### src/rtl/edram_refresh_sched.sv
`default_nettype none
// ============================================================================
// Module      : edram_refresh_sched
// Description : Row-activation scheduler sharing the eDRAM wordline port
//               between host reads/writes and periodic refresh activations.
//               Optional statistics counters enabled by EDRAM_REF_STATS_EN.
// Revision    : 1.0 - initial release
// ============================================================================
module edram_refresh_sched #(
    parameter int ROWS        = 256,
    parameter int ROW_AW      = 8,
    parameter int REF_PERIOD  = 7,
    parameter int MAX_PENDING = 4,
    parameter int CNT_W       = 16
) (
    input  logic                               clk,
    input  logic                               rst,
    input  logic                               ref_enable,
    input  logic                               req_valid,
    output logic                               req_ready,
    input  logic                               req_we,
    input  logic [ROW_AW-1:0]                  req_addr,
    output logic [ROW_AW-1:0]                  row_addr,
    output logic                               wl_en,
    output logic                               write_en,
    output logic                               rd_valid,
    output logic                               round_done,
    output logic                               ref_overflow,
    output logic [$clog2(MAX_PENDING+1)-1:0]   pending,
    output logic [CNT_W-1:0]                   ref_count,
    output logic [CNT_W-1:0]                   urgent_count
);

    localparam int c_PEND_W  = $clog2(MAX_PENDING + 1);
    localparam int c_TIMER_W = $clog2(REF_PERIOD);

    localparam logic [c_TIMER_W-1:0] c_TIMER_RELOAD = c_TIMER_W'(REF_PERIOD - 1);
    localparam logic [c_PEND_W-1:0]  c_PEND_FULL    = c_PEND_W'(MAX_PENDING);
    localparam logic [ROW_AW-1:0]    c_LAST_ROW     = ROW_AW'(ROWS - 1);

    localparam logic [1:0] c_S_IDLE   = 2'd0;
    localparam logic [1:0] c_S_ACTIVE = 2'd1;
    localparam logic [1:0] c_S_PRE    = 2'd2;

    logic [1:0]           r_state;
    logic [1:0]           w_next_state;
    logic [c_TIMER_W-1:0] r_timer;
    logic [c_PEND_W-1:0]  r_pending;
    logic                 r_overflow;
    logic [ROW_AW-1:0]    r_ptr;
    logic                 r_wl_en;
    logic                 r_write_en;
    logic                 r_rd_valid;
    logic                 r_round_done;
    logic [ROW_AW-1:0]    r_row_addr;

    logic w_tick;
    logic w_urgent;
    logic w_sel_ref;
    logic w_sel_host;

    assign w_tick   = ref_enable && (r_timer == '0);
    assign w_urgent = (r_pending == c_PEND_FULL);

    assign req_ready    = (r_state == c_S_IDLE) && !w_urgent;
    assign row_addr     = r_row_addr;
    assign wl_en        = r_wl_en;
    assign write_en     = r_write_en;
    assign rd_valid     = r_rd_valid;
    assign round_done   = r_round_done;
    assign ref_overflow = r_overflow;
    assign pending      = r_pending;

    always_comb begin
        w_next_state = r_state;
        w_sel_ref    = 1'b0;
        w_sel_host   = 1'b0;
        case (r_state)
            c_S_IDLE: begin
                if (w_urgent) begin
                    w_sel_ref    = 1'b1;
                    w_next_state = c_S_ACTIVE;
                end else if (req_valid) begin
                    w_sel_host   = 1'b1;
                    w_next_state = c_S_ACTIVE;
                end else if (r_pending != '0) begin
                    w_sel_ref    = 1'b1;
                    w_next_state = c_S_ACTIVE;
                end
            end
            c_S_ACTIVE: w_next_state = c_S_PRE;
            c_S_PRE:    w_next_state = c_S_IDLE;
            default:    w_next_state = c_S_IDLE;
        endcase
    end

    always_ff @(posedge clk) begin
        if (rst) begin
            r_state <= c_S_IDLE;
        end else begin
            r_state <= w_next_state;
        end
    end

    always_ff @(posedge clk) begin
        if (rst) begin
            r_timer <= c_TIMER_RELOAD;
        end else if (ref_enable) begin
            r_timer <= (r_timer == '0) ? c_TIMER_RELOAD : r_timer - c_TIMER_W'(1);
        end
    end

    // A tick and a refresh issue in the same cycle cancel out.
    always_ff @(posedge clk) begin
        if (rst) begin
            r_pending  <= '0;
            r_overflow <= 1'b0;
        end else begin
            case ({w_tick, w_sel_ref})
                2'b10: begin
                    if (w_urgent) begin
                        r_overflow <= 1'b1;
                    end else begin
                        r_pending <= r_pending + c_PEND_W'(1);
                    end
                end
                2'b01:   r_pending <= r_pending - c_PEND_W'(1);
                default: r_pending <= r_pending;
            endcase
        end
    end

    always_ff @(posedge clk) begin
        if (rst) begin
            r_ptr <= '0;
        end else if (w_sel_ref) begin
            r_ptr <= (r_ptr == c_LAST_ROW) ? '0 : r_ptr + ROW_AW'(1);
        end
    end

    always_ff @(posedge clk) begin
        if (rst) begin
            r_wl_en      <= 1'b0;
            r_write_en   <= 1'b0;
            r_rd_valid   <= 1'b0;
            r_round_done <= 1'b0;
            r_row_addr   <= '0;
        end else begin
            r_wl_en      <= w_sel_ref || w_sel_host;
            r_write_en   <= w_sel_host && req_we;
            r_rd_valid   <= w_sel_host && !req_we;
            r_round_done <= w_sel_ref && (r_ptr == c_LAST_ROW);
            if (w_sel_ref) begin
                r_row_addr <= r_ptr;
            end else if (w_sel_host) begin
                r_row_addr <= req_addr;
            end
        end
    end

`ifdef EDRAM_REF_STATS_EN
    localparam logic [CNT_W-1:0] c_CNT_MAX = {CNT_W{1'b1}};

    logic             r_is_ref;
    logic [CNT_W-1:0] r_ref_count;
    logic [CNT_W-1:0] r_urgent_count;

    always_ff @(posedge clk) begin
        if (rst) begin
            r_is_ref       <= 1'b0;
            r_ref_count    <= '0;
            r_urgent_count <= '0;
        end else begin
            r_is_ref <= w_sel_ref;
            if ((r_state == c_S_ACTIVE) && r_is_ref && (r_ref_count != c_CNT_MAX)) begin
                r_ref_count <= r_ref_count + CNT_W'(1);
            end
            if (w_sel_ref && w_urgent && (r_urgent_count != c_CNT_MAX)) begin
                r_urgent_count <= r_urgent_count + CNT_W'(1);
            end
        end
    end

    assign ref_count    = r_ref_count;
    assign urgent_count = r_urgent_count;
`else
    assign ref_count    = '0;
    assign urgent_count = '0;
`endif

endmodule
`default_nettype wire
### config.mk
export PLATFORM = sky130hd
export DESIGN_NAME = edram_refresh_sched
export DESIGN_NICKNAME = d
export VERILOG_FILES = /design/src/rtl/edram_refresh_sched.sv
export SDC_FILE = /design/constraint.sdc
export NUM_CORES = 1
export LEC_CHECK = 0
export BUFFER_PORTS_ARGS = -buffer_cell sky130_fd_sc_hd__clkbuf_2
export CAP_MARGIN = 20
export CORE_MARGIN = 2
export CORE_UTILIZATION = 49
export DETAILED_ROUTE_END_ITERATION = 10
export PLACE_DENSITY = 0.8
export SYNTH_ARGS = -nofsm -noshare
export SYNTH_HDL_FRONTEND = slang
export SYNTH_SLANG_ARGS = --single-unit
export TNS_END_PERCENT = 20
### constraint.sdc
create_clock -name clk -period 2.4 [get_ports clk]
set_clock_uncertainty 0.05 [all_clocks]
set_input_delay 0.48 -clock clk [delete_from_list [all_inputs] [get_ports clk]]
set_output_delay 0.48 -clock clk [all_outputs]
set_load 0.01 [all_outputs]
==> qor.yml, run 1 <==
global_route:
  antenna_found_initial: 0
  grtUsageTotal_pct: 17.6
  grt_pass1_vias: 1138
  grt_pass1_wl_mm: 4.89
  grt_max_degree: 17
  grt_overflow: 0
setup_path:
  path_buf_inv: 1
  worst_path_max_delay_cell: "fa_1"
  cp_max_fo: 8
  crit_path_start_kind: "flip-flop"
  max_stage_delay_ns: 0.44
  crit_type: "flip-flop to flip-flop"
  crit_family: "compound AO/OA/AOI/OAI gates"
  critPathCaptureType: "flip-flop"
  path_cells: "inv_1, ha_1, nand3b_2, nand2_1, fa_1, a2111oi_0, a31oi_1, a31oi_1"
  arrival_ns: 2.37
  cp.required_ns: 2.61
  crit_top_cell: "a31oi_1"
placed_design:
  hpwl_mm: 2.29
  pre_cts_ws_ns: 0.171
  placed_area_mm2: 0.00167
  place.gp.congestion: 0.869
  numPortBuffers: 29
power_and_ir_drop:
  power_mw: 1.78
  p_leak_nw: 0.764
  clockPowerShare_pct: 15.8
  powerDensity_mw_per_mm2: 1030
  seq_power_share_pct: 38.5
  p_sw_share_pct: 43.4
  internal_power_mw: 1.01
  peakVddDrop_mv: 0.417
  power_frac_comb_pct: 45.7
  p_switching_mw: 0.771
logic_synthesis:
  synth_cells: 197
  ys_types: 43
  ys_seq_area_share_pct: 35.4
  synth_seq_cells: 29
  avgSynthCellArea_um2: 8.32
  ys_warn_count: 0
  netlist_area_mm2: 0.00164
detailed_routing:
  vias: 1365
  ant_nets: 0
  drc: 0
  drt-total-wl_mm: 3.15
  wl_per_cell_um: 11.7
  drt_iter0_drc: 168
  detail_route.first_pass.iterations: 4
  via_per_inst: 5.06
die:
  start_util_pct: 52.4
  core.rowCount: 20
  boundaryPins: 62
  dieArea_mm2: 0.00382
  die_h_um: 61.8
  core_mm2: 0.00313
  die_w_um: 61.8
run:
  maxCapViolCount: 0
clock_network:
  tritoncts: "yes"
  path_clk_slew_ns: 0.09
  clk_path_buf_depth: 2
  ctsHoldBuffers: 0
  htree_levels: 2
  cts_root_buffer: "clkbuf_4"
  numCtsBuffers: 5
  clock_sinks: 29
  clk_latency_ns: 0.33
  postCtsSetupRepairBufs: 0
  cts_resized: 0
status:
  status: "finished, final reports clean"
timing:
  worst_slack_ns: 0.241
  rsz0062_at_grt: "no"
  max_freq_ghz: 0.463
  setup_violations: 0
  timing_hold_violations_final: 0
  slew_violations: 0
  worst_slew_pin_slew_ns: 0.548
  fin_crit_ns: 2.16
  slew_headroom_pct: 63.1
  fin_tns_setup_ns: 0
  fin_crit_sh_pct: 90.0
layout:
  num-fill-cells: 328
  final_cell_area_mm2: 0.00172
  layout-drive-gt1-share_pct: 19.0
  utilization_pct: 55.0
  insertedDiodeCount: 0
  area_growth_pct: 5.04
  multiInputGateArea_um2: 847
  nets: 242
  regArea_um2: 581
min_path:
  hold_path_class: "input port to flip-flop"
## registers in the layout, summed over array words and instances (netlist names)
name,cells
round_done,1
write_en,1
row_addr,8
pending,3
rd_valid,1
ref_overflow,1
r_state,2
r_timer,3
r_ptr,8
wl_en,1
## power groups by stage
| stage | registers [mW] | clock network (mW) | logic [mW] |
|---|---|---|---|
| final | 0.684 | 0.281 | 0.812 |
| after global routing | 0.695 | 0.304 | 0.922 |
| after CTS | 0.685 | 0.282 | 0.811 |
| after detailed placement | 0.696 | 0 | 0.808 |
| after global placement | 0.696 | 0 | 0.786 |
| after floorplan | 0.692 | 0 | 0.646 |
## worst reg2reg max path, stage by stage, from the launching register on
cell       delay [ns]
dfxtp_1          0.35
inv_1            0.07
ha_1             0.23
nand3b_2         0.19
nand2_1          0.11
fa_1             0.44
a2111oi_0        0.41
a31oi_1          0.10
a31oi_1          0.17
## placed cells by master, fill, tap and decap left out, drive strengths merged, types with 2 or more instances in the layout
master / instances
xnor2: 4
nor2: 14
ha: 3
buf: 3
o21ai: 14
a21oi: 5
xor2: 4
nand2: 26
nand3: 9
nor3: 6
inv: 6
and4: 2
a31oi: 10
dfxtp: 29
nand4: 2
clkbuf: 37
conb: 32
## cell usage after synthesis (all sizes together)
cell type  count  area share (%)
a2111oi        1            0.53
a21oi          5             1.5
a31oi         10             3.8
a32oi          1            0.53
a41oi          1            0.53
and3           1            0.38
and3b          1            0.53
and4           2             1.1
buf           39              18
clkbuf         3            0.69
conb           1            0.23
dfxtp         29              35
fa             1             1.2
ha             3             2.3
inv            6             1.4
nand2         26             6.0
nand3          9             3.1
nand3b         1            0.69
nand4          2            0.76
nor2          14             3.8
nor2b          1            0.38
nor3           6             1.8
nor3b          1            0.46
nor4           1            0.38
nor4b          1            0.53
o211ai         1            0.46
o21a           1            0.46
o21ai         14             5.0
o311a          1            0.61
o311ai         1            0.99
o31a           1            0.53
o31ai          1            0.46
o41ai          1            0.53
or2            1            0.38
or3            1            0.38
xnor2          4             2.1
xor2           4             2.1
## stage by stage
step	cells	hold slack (ns)
finish	270	0.270
global route	270	0.283
CTS	270	0.271
detailed placement	262	0.426
global placement	262	0.417
floorplan	228	0.412
## final cells by class
cell class              instances  share of cell area [%]
inverters                       6                    1.31
repair buffers                 32                    9.74
multi-input cells             151                    49.2
clock buffers                   8                    2.83
well taps                      44                    3.20
flip-flops and latches         29                    33.7
## cells by family after synthesis
family	count (synthesis)	synth area share (%)
compound gates	39	16.0
xor+xnor	8	4.27
flops	29	35.4
simple gates	68	20.6
buf+inv	48	20.0
fa+ha+maj	4	3.51
other cells	1	0.229
## worst paths after layout
| kind | start | endpoint | slack (ns) | cells past startpoint |
|---|---|---|---|---|
| setup / recovery | r_timer[0] | pending[2] | 0.24 | 8 |
| hold / removal | req_we | rd_valid | 0.27 | 2 |
| setup reg to reg | r_timer[0] | pending[2] | 0.24 | 8 |
| hold reg to reg | ref_overflow | ref_overflow | 0.44 | 2 |
## layer usage
| layer | vias up | global-route usage, % | share of wire (%) |
|---|---|---|---|
| met2 | 50 | 29.5 | 50 |
| met4 | 0 | 9.12 | 2.2 |
| li1 | 671 | - | - |
| met5 | - | 0 | 0 |
| met3 | 8 | 4.55 | 5.5 |
| met1 | 636 | 20.7 | 42 |
Power figures use the tool's default switching activity.
==> inputs of run 2 (changes only) <==
--- a/config.mk
+++ b/config.mk
@@ -7,10 +7,10 @@
 export LEC_CHECK = 0
 export BUFFER_PORTS_ARGS = -buffer_cell sky130_fd_sc_hd__clkbuf_2
 export CAP_MARGIN = 20
-export CORE_MARGIN = 2
-export CORE_UTILIZATION = 49
+export CORE_MARGIN = 10
+export CORE_UTILIZATION = 40
 export DETAILED_ROUTE_END_ITERATION = 10
-export PLACE_DENSITY = 0.8
+export PLACE_DENSITY = 0.67
 export SYNTH_ARGS = -nofsm -noshare
 export SYNTH_HDL_FRONTEND = slang
 export SYNTH_SLANG_ARGS = --single-unit
==> run 2 against run 1 <==
Compared with the run above: register-to-register slack better by 0.11 ns; non-clock buffer count stayed put; largest cell class unchanged; sequential share of layout area is 0.74 points lower; largest power group unchanged; critical path depth is 1 higher; global-route usage is 7.5 points lower; die area is 85% higher; clock-buffer cell count stayed put; sequential cell count stayed put.
==> qor.yml, run 2 (synthesized netlist as in run 1, its figures left out) <==
timing:
  worst_slack_ns: 0.347  # was 0.241 ns
  rsz0062_at_grt: "no"  # unchanged
  setup_violations: 0  # unchanged
  slew_headroom_pct: 62.5  # was 63.1%
  max_freq_ghz: 0.487  # was 0.463 GHz
  fin_crit_sh_pct: 85.5  # was 90.0%
  worst_slew_pin_slew_ns: 0.558  # was 0.548 ns
  timing_hold_violations_final: 0  # unchanged
  slew_violations: 0  # unchanged
  fin_tns_setup_ns: 0  # unchanged
  fin_crit_ns: 2.05  # was 2.16 ns
die:
  die_h_um: 84.0  # was 61.8 µm
  boundaryPins: 62  # unchanged
  core.rowCount: 23  # was 20
  core_mm2: 0.00397  # was 0.00313 mm²
  dieArea_mm2: 0.00706  # was 0.00382 mm²
  die_w_um: 84.0  # was 61.8 µm
  start_util_pct: 41.3  # was 52.4%
setup_path:
  path_buf_inv: 1  # unchanged
  cp_max_fo: 8  # unchanged
  crit_family: "adder cells"  # was compound AO/OA/AOI/OAI gates
  critPathCaptureType: "flip-flop"  # unchanged
  arrival_ns: 2.16  # was 2.37 ns
  path_cells: "inv_1, ha_1, nand3b_2, nand2_1, fa_1, nor2_1, o21ai_0, a32oi_1, a31oi_1"  # was inv_1, ha_1, nand3b_2, nand2_1, fa_1, a2111oi_0, a31oi_1, a31oi_1
  worst_path_max_delay_cell: "fa_1"  # unchanged
  cp.depth: 9  # was 8
  crit_path_start_kind: "flip-flop"  # unchanged
  max_stage_delay_ns: 0.42  # was 0.44 ns
  cp.required_ns: 2.51  # was 2.61 ns
  crit_type: "flip-flop to flip-flop"  # unchanged
  ff2ff_path_depth: 9  # was 8
layout:
  mostFrequentLayoutCells: "32 x conb_1, 29 x clkbuf_2, 29 x dfxtp_1"  # unchanged
  final_common_cell: "conb_1"  # unchanged
  final_cell_area_mm2: 0.00176  # was 0.00172 mm²
  insertedDiodeCount: 0  # unchanged
  layout-drive-gt1-share_pct: 19.0  # unchanged
  nets: 242  # unchanged
  area_growth_pct: 7.40  # was 5.04%
  num-fill-cells: 410  # was 328
run:
  maxCapViolCount: 0  # unchanged
detailed_routing:
  via_per_inst: 4.77  # was 5.06
  drt-total-wl_mm: 3.46  # was 3.15 mm
  drc: 0  # unchanged
  detail_route.first_pass.iterations: 4  # unchanged
  ant_nets: 0  # unchanged
  wl_per_cell_um: 12.5  # was 11.7 µm
  drt_iter0_drc: 52  # was 168
  vias: 1316  # was 1365
clock_network:
  path_clk_slew_ns: 0.06  # was 0.09 ns
  clk_latency_ns: 0.28  # was 0.33 ns
  ctsHoldBuffers: 0  # unchanged
  tritoncts: "yes"  # unchanged
  cts_root_buffer: "clkbuf_8"  # was clkbuf_4
  htree_levels: 2  # unchanged
  postCtsSetupRepairBufs: 0  # unchanged
  cts_resized: 0  # unchanged
  numCtsBuffers: 5  # unchanged
  clk_path_buf_depth: 2  # unchanged
  clock_sinks: 29  # unchanged
placed_design:
  place.gp.congestion: 0.757  # was 0.869
  pre_cts_ws_ns: 0.250  # was 0.171 ns
  numPortBuffers: 29  # unchanged
  hpwl_mm: 2.68  # was 2.29 mm
  placed_area_mm2: 0.00168  # was 0.00167 mm²
min_path:
  hold_path_class: "input port to flip-flop"  # unchanged
  worstHoldPathCells: 2  # unchanged
global_route:
  grt_pass1_wl_mm: 6.04  # was 4.89 mm
  grt_pass1_vias: 1285  # was 1138
  antenna_found_initial: 0  # unchanged
  grtUsageTotal_pct: 10.1  # was 17.6%
  grt_max_degree: 17  # unchanged
  grt_overflow: 0  # unchanged
power_and_ir_drop:
  powerDensity_mw_per_mm2: 1050  # was 1030 mW/mm²
  p_leak_nw: 0.777  # was 0.764 nW
  peakVddDrop_mv: 0.341  # was 0.417 mV
status:
  status: "finished, final reports clean"  # unchanged
-- run 2: changes by cell type in the layout (fill, tap and decap cells not counted) --
cell	previous run	this run
clkbuf_4	5	0
clkbuf_8	0	5
-- run 2: per-layer routing --
layer | global-route usage [%] | share of wire (%) | wire [µm]
met1 | 11.3 | 44 | 1530
met2 | 16.2 | 49 | 1700
met3 | 4.69 | 5.6 | 193
met4 | 4.26 | 1.2 | 40
met5 | 0 | 0 | 0
-- run 2: worst paths after layout --
check	startpoint	end	slack (ns)
hold / removal	req_we	rd_valid	0.33
setup / recovery	r_timer[0]	pending[2]	0.35
hold reg to reg	ref_overflow	ref_overflow	0.44
setup reg to reg	r_timer[0]	pending[2]	0.35
-- run 2: power by group --
group          switching, mW  leakage (nW)  internal [mW]
sequential            0.0964         0.237          0.588
clock                  0.169        0.0395          0.205
combinational          0.486         0.500          0.298
total                  0.751         0.777           1.09
-- run 2: layout make-up --
cell class              count  area (µm²)  area share (%)
clock buffers               8        80.1            4.55
repair buffers             32         168            9.52
flip-flops and latches     29         581            33.0
well taps                  50        62.6            3.55
inverters                   6        22.5            1.28
multi-input cells         151         847            48.1
-- run 2: stage by stage --
step	cells	power, mW	hold slack [ns]	util, %
global route	276	2.02	0.327	44.3
finish	276	1.84	0.328	44.3
floorplan	228	1.34	0.412	-
global placement	268	1.49	0.413	42.3
detailed placement	268	1.49	0.432	42.3
CTS	276	1.88	0.314	44.3
